**config.mk**
```make
export PLATFORM = sky130hd
export DESIGN_NAME = palette_colorizer_flat
export DESIGN_NICKNAME = d
export VERILOG_FILES = /design/src/rtl/palette_colorizer_pkg.sv /design/src/rtl/palette_colorizer_if.sv /design/src/rtl/palette_colorizer_palette_regfile.sv /design/src/rtl/palette_colorizer.sv /design/src/flat_wrapper.sv
export SDC_FILE = /design/constraint.sdc
export NUM_CORES = 1
export LEC_CHECK = 0
export BUFFER_PORTS_ARGS = -buffer_cell sky130_fd_sc_hd__buf_2
export CORE_MARGIN = 1.5
export CORE_UTILIZATION = 65
export DETAILED_ROUTE_END_ITERATION = 12
export PLACE_DENSITY = 0.84
export SYNTH_ARGS = -nofsm -noshare
export SYNTH_HDL_FRONTEND = slang
export SYNTH_HIERARCHICAL = 1
export SYNTH_SLANG_ARGS = --single-unit
```
**constraint.sdc**
```tcl
create_clock -name Clock -period 5.4 [get_ports Clock]
set_input_delay 0.81 -clock Clock [delete_from_list [all_inputs] [get_ports Clock]]
set_output_delay 0.81 -clock Clock [all_outputs]
set_load 0.005 [all_outputs]
```
**src/rtl/palette_colorizer_pkg.sv**
```systemverilog
// Shared constants and helpers for the palette colorizer: default palette
// colors (RGB444), palette geometry and the pixel-code to palette-index map.
package colorizer_pkg;

    typedef logic [11:0] rgb444_t;

    // Pixel code that lets the layer underneath show through.
    localparam int TRANSPARENT_CODE = 0;

    localparam rgb444_t RGB_BLACK   = 12'h000;
    localparam rgb444_t RGB_WHITE   = 12'hFFF;
    localparam rgb444_t RGB_BLUE    = 12'h00F;
    localparam rgb444_t RGB_MAGENTA = 12'hF0F;
    localparam rgb444_t RGB_YELLOW  = 12'hFF0;
    localparam rgb444_t RGB_RED     = 12'hF00;

    // Number of palette entries: world codes first, then one block per icon layer.
    function automatic int pal_depth(int world_w, int icon_w, int num_icons);
        return (1 << world_w) + num_icons * (1 << icon_w);
    endfunction

    // World code w sits at index w; layer k code c sits after the world block.
    function automatic int pal_index(bit is_icon, int layer, int code,
                                     int world_w, int icon_w);
        if (is_icon)
            return (1 << world_w) + layer * (1 << icon_w) + code;
        return code;
    endfunction

    // Power-up color of palette entry idx.
    function automatic rgb444_t default_rgb444(int idx, int world_w, int icon_w,
                                               int num_icons);
        int      world_n;
        int      icon_n;
        int      rel;
        rgb444_t c;
        world_n = 1 << world_w;
        icon_n  = 1 << icon_w;
        c       = RGB_BLACK;
        if (idx < world_n) begin
            case (idx)
                0:       c = RGB_WHITE;    // background
                2:       c = RGB_BLUE;     // obstruction
                3:       c = RGB_MAGENTA;  // reserved
                default: c = RGB_BLACK;    // line and anything wider
            endcase
        end else begin
            rel = idx - world_n;
            if ((rel / icon_n) < num_icons) begin
                case (rel % icon_n)
                    1:       c = RGB_YELLOW;
                    3:       c = RGB_RED;
                    default: c = RGB_BLACK;
                endcase
            end
        end
        return c;
    endfunction

endpackage

```
**src/rtl/palette_colorizer_if.sv**
```systemverilog
// Palette configuration port: valid/ready request with a read-data pulse back.
interface palette_colorizer_if #(
    parameter int AW = 4,
    parameter int DW = 12
);
    logic          Cfg_valid;
    logic          Cfg_ready;
    logic          Cfg_we;
    logic [AW-1:0] Cfg_addr;
    logic [DW-1:0] Cfg_wdata;
    logic [DW-1:0] Cfg_rdata;
    logic          Cfg_rvalid;

    modport master (
        output Cfg_valid, Cfg_we, Cfg_addr, Cfg_wdata,
        input  Cfg_ready, Cfg_rdata, Cfg_rvalid
    );

    modport slave (
        input  Cfg_valid, Cfg_we, Cfg_addr, Cfg_wdata,
        output Cfg_ready, Cfg_rdata, Cfg_rvalid
    );
endinterface

```
**src/rtl/palette_colorizer_palette_regfile.sv**
```systemverilog
// Palette register file: reset-loaded defaults, one write port, a synchronous
// pixel lookup port and a synchronous config read port.
module palette_regfile
    import colorizer_pkg::*;
#(
    parameter int COLOR_W   = 4,
    parameter int WORLD_W   = 2,
    parameter int ICON_W    = 2,
    parameter int NUM_ICONS = 2,
    parameter int PAL_DEPTH = pal_depth(WORLD_W, ICON_W, NUM_ICONS),
    parameter int PAL_AW    = $clog2(PAL_DEPTH)
) (
    input  logic                 Clock,
    input  logic                 Reset,
    input  logic                 wr_en,
    input  logic [PAL_AW-1:0]    wr_addr,
    input  logic [3*COLOR_W-1:0] wr_data,
    input  logic [PAL_AW-1:0]    lk_addr,
    output logic [3*COLOR_W-1:0] lk_data,
    input  logic                 rd_en,
    input  logic [PAL_AW-1:0]    rd_addr,
    output logic [3*COLOR_W-1:0] rd_data,
    output logic                 rd_valid
);
    localparam int DW = 3 * COLOR_W;
    localparam logic [PAL_AW:0] DEPTH_V = (PAL_AW+1)'(PAL_DEPTH);

    // Widen/narrow each RGB444 channel to COLOR_W, filling extra low bits with the channel MSB.
    function automatic logic [DW-1:0] scale_rgb(rgb444_t c);
        logic [DW-1:0] res;
        logic [3:0]    ch;
        res = '0;
        for (int n = 0; n < 3; n++) begin
            ch = c[n*4 +: 4];
            for (int b = 0; b < COLOR_W; b++) begin
                if (b >= COLOR_W - 4)
                    res[n*COLOR_W + b] = ch[b - (COLOR_W - 4)];
                else
                    res[n*COLOR_W + b] = ch[3];
            end
        end
        return res;
    endfunction

    logic [DW-1:0] mem      [PAL_DEPTH];
    logic [DW-1:0] defaults [PAL_DEPTH];
    logic          wr_in_range;
    logic          rd_in_range;

    for (genvar i = 0; i < PAL_DEPTH; i++) begin : g_dflt
        assign defaults[i] = scale_rgb(default_rgb444(i, WORLD_W, ICON_W, NUM_ICONS));
    end

    assign wr_in_range = ({1'b0, wr_addr} < DEPTH_V);
    assign rd_in_range = ({1'b0, rd_addr} < DEPTH_V);

    // Palette storage: defaults on reset, in-range config writes otherwise.
    // NOTE: every entry has a reset value, so this is a flop array, not a RAM;
    // it must stay small enough for that to be acceptable.
    always_ff @(posedge Clock) begin
        if (Reset) begin
            for (int i = 0; i < PAL_DEPTH; i++)
                mem[i] <= defaults[i];
        end else if (wr_en && wr_in_range) begin
            // NOTE: non-blocking, so a lookup at this same edge still sees the old color.
            mem[wr_addr] <= wr_data;
        end
    end

    // Pixel lookup port, one cycle of latency.
    always_ff @(posedge Clock) begin
        if (Reset)
            lk_data <= '0;
        else
            lk_data <= mem[lk_addr];
    end

    // Config read port: data and a one-cycle valid pulse after acceptance.
    always_ff @(posedge Clock) begin
        if (Reset) begin
            rd_data  <= '0;
            rd_valid <= 1'b0;
        end else begin
            rd_valid <= rd_en;
            if (rd_en)
                rd_data <= rd_in_range ? mem[rd_addr] : '0;
        end
    end

endmodule

```
**src/rtl/palette_colorizer.sv**
```systemverilog
// Pixel colorizer: picks the highest-priority visible icon layer (else the
// world code), looks it up in the programmable palette and blanks outside video.
module palette_colorizer
    import colorizer_pkg::*;
#(
    parameter int COLOR_W      = 4,
    parameter int WORLD_W      = 2,
    parameter int ICON_W       = 2,
    parameter int NUM_ICONS    = 2,
    parameter int BLINK_FRAMES = 16
) (
    input  logic                        Clock,
    input  logic                        Reset,
    input  logic [WORLD_W-1:0]          World_px,
    input  logic [NUM_ICONS*ICON_W-1:0] Icon_px,
    input  logic                        Video_on,
    input  logic                        Frame_tick,
    input  logic [NUM_ICONS-1:0]        Blink_en,
    palette_colorizer_if.slave          cfg,
    output logic [COLOR_W-1:0]          red,
    output logic [COLOR_W-1:0]          green,
    output logic [COLOR_W-1:0]          blue
);
    localparam int PAL_DEPTH = pal_depth(WORLD_W, ICON_W, NUM_ICONS);
    localparam int PAL_AW    = $clog2(PAL_DEPTH);
    localparam int DW        = 3 * COLOR_W;
    localparam int CNT_W     = (BLINK_FRAMES > 1) ? $clog2(BLINK_FRAMES) : 1;

    localparam logic [CNT_W-1:0] CNT_LAST = CNT_W'(BLINK_FRAMES - 1);

    // Blink phase states.
    localparam logic PHASE_VISIBLE = 1'b0;
    localparam logic PHASE_HIDDEN  = 1'b1;

    logic [CNT_W-1:0]  blink_cnt;
    logic              blink_phase;
    logic [PAL_AW-1:0] sel_idx;
    logic [ICON_W-1:0] layer_code;
    logic              video_s1;
    logic [PAL_AW-1:0] idx_s1;
    logic              video_s2;
    logic [DW-1:0]     lk_data;
    logic [DW-1:0]     rd_data;
    logic              rd_valid;
    logic              cfg_fire;

    // Frame-tick counter; toggles the blink phase every BLINK_FRAMES ticks.
    always_ff @(posedge Clock) begin
        if (Reset) begin
            blink_cnt   <= '0;
            blink_phase <= PHASE_VISIBLE;
        end else if (Frame_tick) begin
            if (blink_cnt == CNT_LAST) begin
                blink_cnt   <= '0;
                blink_phase <= ~blink_phase;
            end else begin
                blink_cnt <= blink_cnt + 1'b1;
            end
        end
    end

    // Layer priority: walk from lowest priority up so layer 0 has the last word.
    // NOTE: both outputs get a default first, otherwise a latch is inferred.
    always_comb begin
        sel_idx    = PAL_AW'(pal_index(1'b0, 0, int'(World_px), WORLD_W, ICON_W));
        layer_code = '0;
        for (int k = NUM_ICONS - 1; k >= 0; k--) begin
            layer_code = Icon_px[k*ICON_W +: ICON_W];
            if (layer_code != ICON_W'(TRANSPARENT_CODE) &&
                !(Blink_en[k] && blink_phase == PHASE_HIDDEN))
                sel_idx = PAL_AW'(pal_index(1'b1, k, int'(layer_code), WORLD_W, ICON_W));
        end
    end

    // Stage 1: register the chosen palette index and the video qualifier.
    always_ff @(posedge Clock) begin
        if (Reset) begin
            video_s1 <= 1'b0;
            idx_s1   <= '0;
        end else begin
            video_s1 <= Video_on;
            idx_s1   <= sel_idx;
        end
    end

    // Stage 2 qualifier, aligned with the palette lookup data.
    always_ff @(posedge Clock) begin
        if (Reset)
            video_s2 <= 1'b0;
        else
            video_s2 <= video_s1;
    end

    assign cfg.Cfg_ready  = ~Reset;
    assign cfg_fire       = cfg.Cfg_valid && cfg.Cfg_ready;
    assign cfg.Cfg_rdata  = rd_data;
    assign cfg.Cfg_rvalid = rd_valid;

    palette_regfile #(
        .COLOR_W   (COLOR_W),
        .WORLD_W   (WORLD_W),
        .ICON_W    (ICON_W),
        .NUM_ICONS (NUM_ICONS),
        .PAL_DEPTH (PAL_DEPTH),
        .PAL_AW    (PAL_AW)
    ) u_regfile (
        .Clock    (Clock),
        .Reset    (Reset),
        .wr_en    (cfg_fire && cfg.Cfg_we),
        .wr_addr  (cfg.Cfg_addr),
        .wr_data  (cfg.Cfg_wdata),
        .lk_addr  (idx_s1),
        .lk_data  (lk_data),
        .rd_en    (cfg_fire && !cfg.Cfg_we),
        .rd_addr  (cfg.Cfg_addr),
        .rd_data  (rd_data),
        .rd_valid (rd_valid)
    );

    assign {red, green, blue} = video_s2 ? lk_data : '0;

endmodule

```
**src/flat_wrapper.sv**
```systemverilog
// flat-port wrapper written by rule: the top's interface ports become plain ports
module palette_colorizer_flat import colorizer_pkg::*;
#(
    parameter int COLOR_W      = 4,
    parameter int WORLD_W      = 2,
    parameter int ICON_W       = 2,
    parameter int NUM_ICONS    = 2,
    parameter int BLINK_FRAMES = 16
)
  (Clock, Reset, World_px, Icon_px, Video_on, Frame_tick, Blink_en, red, green, blue, cfg_Cfg_valid, cfg_Cfg_we, cfg_Cfg_addr, cfg_Cfg_wdata, cfg_Cfg_ready, cfg_Cfg_rdata, cfg_Cfg_rvalid);
  palette_colorizer_if #(.AW((4)), .DW((12))) cfg_i ();
  input  logic Clock;
  input  logic Reset;
  input  logic [WORLD_W-1:0] World_px;
  input  logic [NUM_ICONS*ICON_W-1:0] Icon_px;
  input  logic Video_on;
  input  logic Frame_tick;
  input  logic [NUM_ICONS-1:0] Blink_en;
  output logic [COLOR_W-1:0] red;
  output logic [COLOR_W-1:0] green;
  output logic [COLOR_W-1:0] blue;
  input wire logic [$bits(cfg_i.Cfg_valid)-1:0] cfg_Cfg_valid;
  input wire logic [$bits(cfg_i.Cfg_we)-1:0] cfg_Cfg_we;
  input wire logic [$bits(cfg_i.Cfg_addr)-1:0] cfg_Cfg_addr;
  input wire logic [$bits(cfg_i.Cfg_wdata)-1:0] cfg_Cfg_wdata;
  output wire logic [$bits(cfg_i.Cfg_ready)-1:0] cfg_Cfg_ready;
  output wire logic [$bits(cfg_i.Cfg_rdata)-1:0] cfg_Cfg_rdata;
  output wire logic [$bits(cfg_i.Cfg_rvalid)-1:0] cfg_Cfg_rvalid;
  assign cfg_i.Cfg_valid = cfg_Cfg_valid;
  assign cfg_i.Cfg_we = cfg_Cfg_we;
  assign cfg_i.Cfg_addr = cfg_Cfg_addr;
  assign cfg_i.Cfg_wdata = cfg_Cfg_wdata;
  assign cfg_Cfg_ready = cfg_i.Cfg_ready;
  assign cfg_Cfg_rdata = cfg_i.Cfg_rdata;
  assign cfg_Cfg_rvalid = cfg_i.Cfg_rvalid;
  palette_colorizer #(.COLOR_W(COLOR_W), .WORLD_W(WORLD_W), .ICON_W(ICON_W), .NUM_ICONS(NUM_ICONS), .BLINK_FRAMES(BLINK_FRAMES)) u_core (.Clock(Clock), .Reset(Reset), .World_px(World_px), .Icon_px(Icon_px), .Video_on(Video_on), .Frame_tick(Frame_tick), .Blink_en(Blink_en), .cfg(cfg_i), .red(red), .green(green), .blue(blue));
endmodule
```
* Word level (Yosys, flattened, before mapping)
Memories as Yosys holds them, arrays and structs flattened. A register that Yosys moved wholly into a read port is not among the register bits.
Cells that the tools add are included.
W data, S select, Z words.
** Word-level totals
- Bits of input ports :: 30
- Latch bits :: 0
- RAM bits :: 144
- Output and inout port bits :: 26
- Memory bits (read-only) :: 0
- Word-level logic and storage cells :: 47
- Memories kept :: 1
- Register bits :: 24
** Memory list
- u_core.u_regfile.mem :: depth 12, width 12, read ports 2, clocked after memory_dff 1, write ports 12, RTL line palette_colorizer_palette_regfile.sv:45 : logic [DW-1:0] mem [PAL_DEPTH];
** Cells by class
- Reductions and logical operators :: 15
- Multipliers :: 0
- Div/mod/pow operators :: 0
- Add/sub/neg operators :: 3
- Magnitude comparators :: 1
- Shift-type cells :: 0
- Mux-type cells :: 17
- Equal/unequal tests :: 1
- Bitwise logic cells :: 2
** Operators with widths (count)
- $mux W12 :: 3
- $mux W4 :: 6
- $reduce_or A12 Y1 :: 1
- $logic_and A1 B1 Y1 :: 8
- $mux W1 :: 8
- $add A3 B2 Y4 const A :: 1
- $add A4 B1 Y4 const B :: 1
- $add A4 B2 Y4 const A :: 1
- $eq A4 B4 Y1 const B :: 1
- $lt A4 B4 Y1 const B :: 1
- $reduce_bool A2 Y1 :: 2
- $logic_not A1 Y1 :: 3
- $not A1 Y1 :: 2
- $reduce_and A2 Y1 :: 1

* Depth between registers and ports, before layout
- Depth in word-level cells :: 9
- Gate-level depth with buffers :: 8
- Mapped depth without buffers :: 6

* Modules after synthesis
The synthesis kept the hierarchy.
** By module, submodules not included
- palette_regfile :: instances 1, area an instance 10432.5 µm², sequential area each 6266.0 µm², cells each 785
- palette_colorizer :: instances 1, area an instance 550.5 µm², sequential area each 220.2 µm², cells each 63

* Worst setup path after synthesis
Ideal clock, no wire load.
- Path kind :: input to register
- Start :: input port Reset
- End :: memory u_core.u_regfile.mem[0][0] (enable)
- Arrival :: 2.248 ns
- Library setup time :: 0.359 ns
- Stages on the path :: 7
- Required time :: 5.041 ns
- Path slack :: 2.793 ns
- Path buffers :: 1
- Path through :: inv_1 > and3_1 > nand2b_4 > or3_1 > buf_2 > or3_4 > nand2b_1
** RTL lines
- start, declared :: RTL line flat_wrapper.sv:13 : input logic Reset;
- end, declared :: RTL line palette_colorizer_palette_regfile.sv:45

==> flow_metrics.tcl <==
set metrics [dict create \
    die-height_um 133.0 \
    routedWlPerCell_um 24.85 \
    register_area_sq_um 6490 \
    clk_latency_ns 0.51 \
    diodes 0 \
    finalCritPeriodShare 0.5730 \
    cp-start-kind "primary input" \
    status "finished clean" \
    synth_flop_cell "edfxtp_1" \
    synth_top_area_share 0.5249 \
    syn2layout_area_growth_pct 10.53 \
    met2_length_mm 13.49 \
    crit_path_end_kind "flop" \
    synth.area.top_cells "edfxtp_1 52%, mux2i_1 13%, dfxtp_1 6.6%, and2_1 6.3%, a22oi_1 4.0%" \
    drive_above_1_share 0.1393 \
    gp_congestion 1.031 \
    m1WireLength_mm 10.86 \
    max_freq_mhz 323.2 \
    fillers 1102 \
    synth_edf_count 192 \
    die_w_um 133.0 \
    maxSlewViolCount 0 \
    routed_wl_mm 28.47 \
    slowest_stage "or3b_1" \
    finClkSkew_ns 0.008425 \
    ys_types 45 \
    hold_viol 0 \
    drt-initial-drc-count 860 \
    clkSinkCount 228 \
    crit_chain "buf_2 -> inv_1 -> and3_1 -> nand2b_4 -> or3b_1 -> nor2_1 -> or2_2" \
    cts_hold_buffers 0 \
    ys_async_sr_fraction 0 \
    placed_cells 1105 \
    yosysWarnings 6 \
    hold_ws_ns 0.4806 \
    cap_violations 0 \
    hp-class "reg -> reg" \
    rows 47 \
    nets 941 \
    worst_slew_pin_slew_ns 1.114 \
    rsz0062_at_grt "no" \
    yosysSeqAreaShare 0.5906 \
    power.density_nw_per_um2 327.5 \
    htree_levels 1 \
    drc_errors 0 \
    grt-ovfl-total 0 \
    synth_seq_cells 228 \
    grt_pass1_vias 7086 \
    max_stage_delay_ns 0.63 \
    grt_max_degree 59 \
    stdcell_count 1146 \
    antenna_found_initial 0 \
    grt_pass1_wl_mm 42.08 \
    postSynthCellCount 848 \
    dp_slack_ns 1.836 \
    multi_input_area_sq_um 4344 \
    total_power_mw 3.975 \
    cts_made_buffers 23 \
    die_area_sq_um 17690 \
    path_clk_slew_ns 0.06 \
    crit_path_max_fanout 39 \
    cellLeakagePower_nw 4.593 \
    avgSynthCellArea_sq_um 12.95 \
    syn-cell-area_sq_um 10980 \
    cts_root_buffer "clkbuf_16" \
    worst_slack_ns 2.306 \
    yosys.area.top_type "edfxtp_1" \
    cts_resized 0 \
    max_slew_margin 0.2574 \
    crit_arrival_ns 3.28 \
    design.core.area_sq_um 16520 \
    route.top_layer_used "met4" \
    cts_tree "yes" \
    drtPass1Iterations 5 \
    antenna_left 0 \
    top_level_ports 56 \
    hpwl_mm 19.44 \
    clockBufferDepth 3 \
    dr_total_vias 7417 \
    viasPerCell 6.472 \
    grt_use_total 0.3227 \
    required_ns 5.59 \
    worstSetupPathType "in -> reg" \
    vdd_drop_max_mv 0.2433 \
    wl_met3_mm 2.962 \
    finalSetupViolations 0 \
    postCtsSetupBuffers 0 \
    initial_core_util 0.6646 \
    port_buffers 55 \
    setup_tns_ns 0 \
    period_minus_slack_ns 3.094 \
]
[through the flow]
stage / cell area (sq um) / util
final: 12140 / 0.7346
after global routing: 12140 / 0.7346
after floorplan: 11160 / -
after CTS: 12140 / 0.7346
after global placement: 11440 / 0.6921
after detailed placement: 11440 / 0.6921
[synthesized netlist by cell type, types with 3 or more instances]
cell and count:
edfxtp_1 192, mux2i_1 147, and2_1 110, a22oi_1 58, clkbuf_1 48, or3_1 37, dfxtp_1 36, nand2_1 31
o21ai_0 23, nor2_1 18, or2_2 13, o221ai_1 12, o22ai_1 12, mux4_2 11, nand2b_1 11, nand3_1 11
buf_2 10, or2_1 10, buf_4 7, nor2b_1 7, a21oi_1 6, o211ai_1 6, buf_6 3
[placed cells by master, fill, tap and decap left out, types with 2 or more instances in the layout]
master / Yosys / layout
or2_1: 10 / 10
o211ai_1: 6 / 6
clkinv_1: 0 / 3
clkinvlp_4: 0 / 3
buf_4: 7 / 7
nand2_1: 31 / 31
clkbuf_1: 48 / 6
a22oi_1: 58 / 58
dfxtp_1: 36 / 35
buf_2: 10 / 54
or3_1: 37 / 37
a21oi_1: 6 / 6
nor2b_1: 7 / 7
or2_2: 13 / 13
xor2_1: 2 / 2
conb_1: 1 / 48
o21ai_0: 23 / 23
mux4_2: 11 / 11
o22ai_1: 12 / 12
nand3_1: 11 / 11
nor3_2: 2 / 2
and2_1: 110 / 110
or3b_1: 2 / 2
nand2b_1: 11 / 11
edfxtp_1: 192 / 192
clkinv_2: 0 / 2
mux2i_1: 147 / 147
a21bo_2: 2 / 2
a21boi_0: 2 / 2
o221ai_1: 12 / 12
nor2_1: 18 / 18
clkbuf_16: 0 / 23
nand3b_1: 2 / 2
[sequential cells by signal (all words and copies together), names as in the netlist]
signal                     flops
u_core/u_regfile/mem         192
u_core/u_regfile/rd_data      12
u_core/blink_cnt               4
u_core/u_regfile/lk_data      12
u_core/idx_s1                  4
u_core/u_regfile/rd_valid      1
u_core/blink_phase             1
u_core/video_s1                1
u_core/video_s2                1
[layout make-up]
| type | count | area share |
|---|---|---|
| Inverter | 1 | 0.0003092 |
| Clock buffer | 30 | 0.05040 |
| Sequential cell | 228 | 0.5346 |
| Timing Repair Buffer | 61 | 0.02659 |
| Clock inverter | 11 | 0.007524 |
| Multi-Input combinational cell | 595 | 0.3579 |
| Tap cell | 220 | 0.02268 |
[cell families (layout without fill, tap and decap cells)]
logic type | count (synthesis) | after routing | synth area share
multiplexers | 158 | 158 | 0.1565
other | 1 | 48 | 0.0003414
buffers and inverters | 72 | 103 | 0.03042
adder cells (fa/ha/maj) | 1 | 1 | 0.001139
flip-flops | 228 | 228 | 0.5906
AO/OA/AOI/OAI | 124 | 124 | 0.07986
AND/OR/NAND/NOR | 262 | 262 | 0.1396
XOR/XNOR | 2 | 2 | 0.001595
[final timing paths]
kind               startpoint  slack [ns]                          end  cells after the start
min reg2reg   u_core/video_s1        0.48              u_core/video_s2                      1
min           u_core/video_s1        0.48              u_core/video_s2                      1
max reg2reg  u_core/idx_s1[2]        2.73  u_core/u_regfile/lk_data[9]                      4
max                     Reset        2.31  u_core/u_regfile/mem[10][6]                      7
[worst max-delay path: cells and delay by family]
kind | cells | cell delay, ns
buffers and inverters | 2 | 0.57
and+or+nand+nor | 5 | 1.89
[report_power, final]
group	switching, mW	internal, mW
registers	0.0788	2.02
logic	0.239	0.143
clock network	0.647	0.848
total	0.965	3.01
[layer usage]
metal / track usage / up-vias
li1: - / 3244
met1: 0.4360 / 3617
met2: 0.5269 / 469
met3: 0.05019 / 87
met4: 0.1349 / 0
met5: 0 / -
Note: power is estimated with default switching activity, not from simulation.
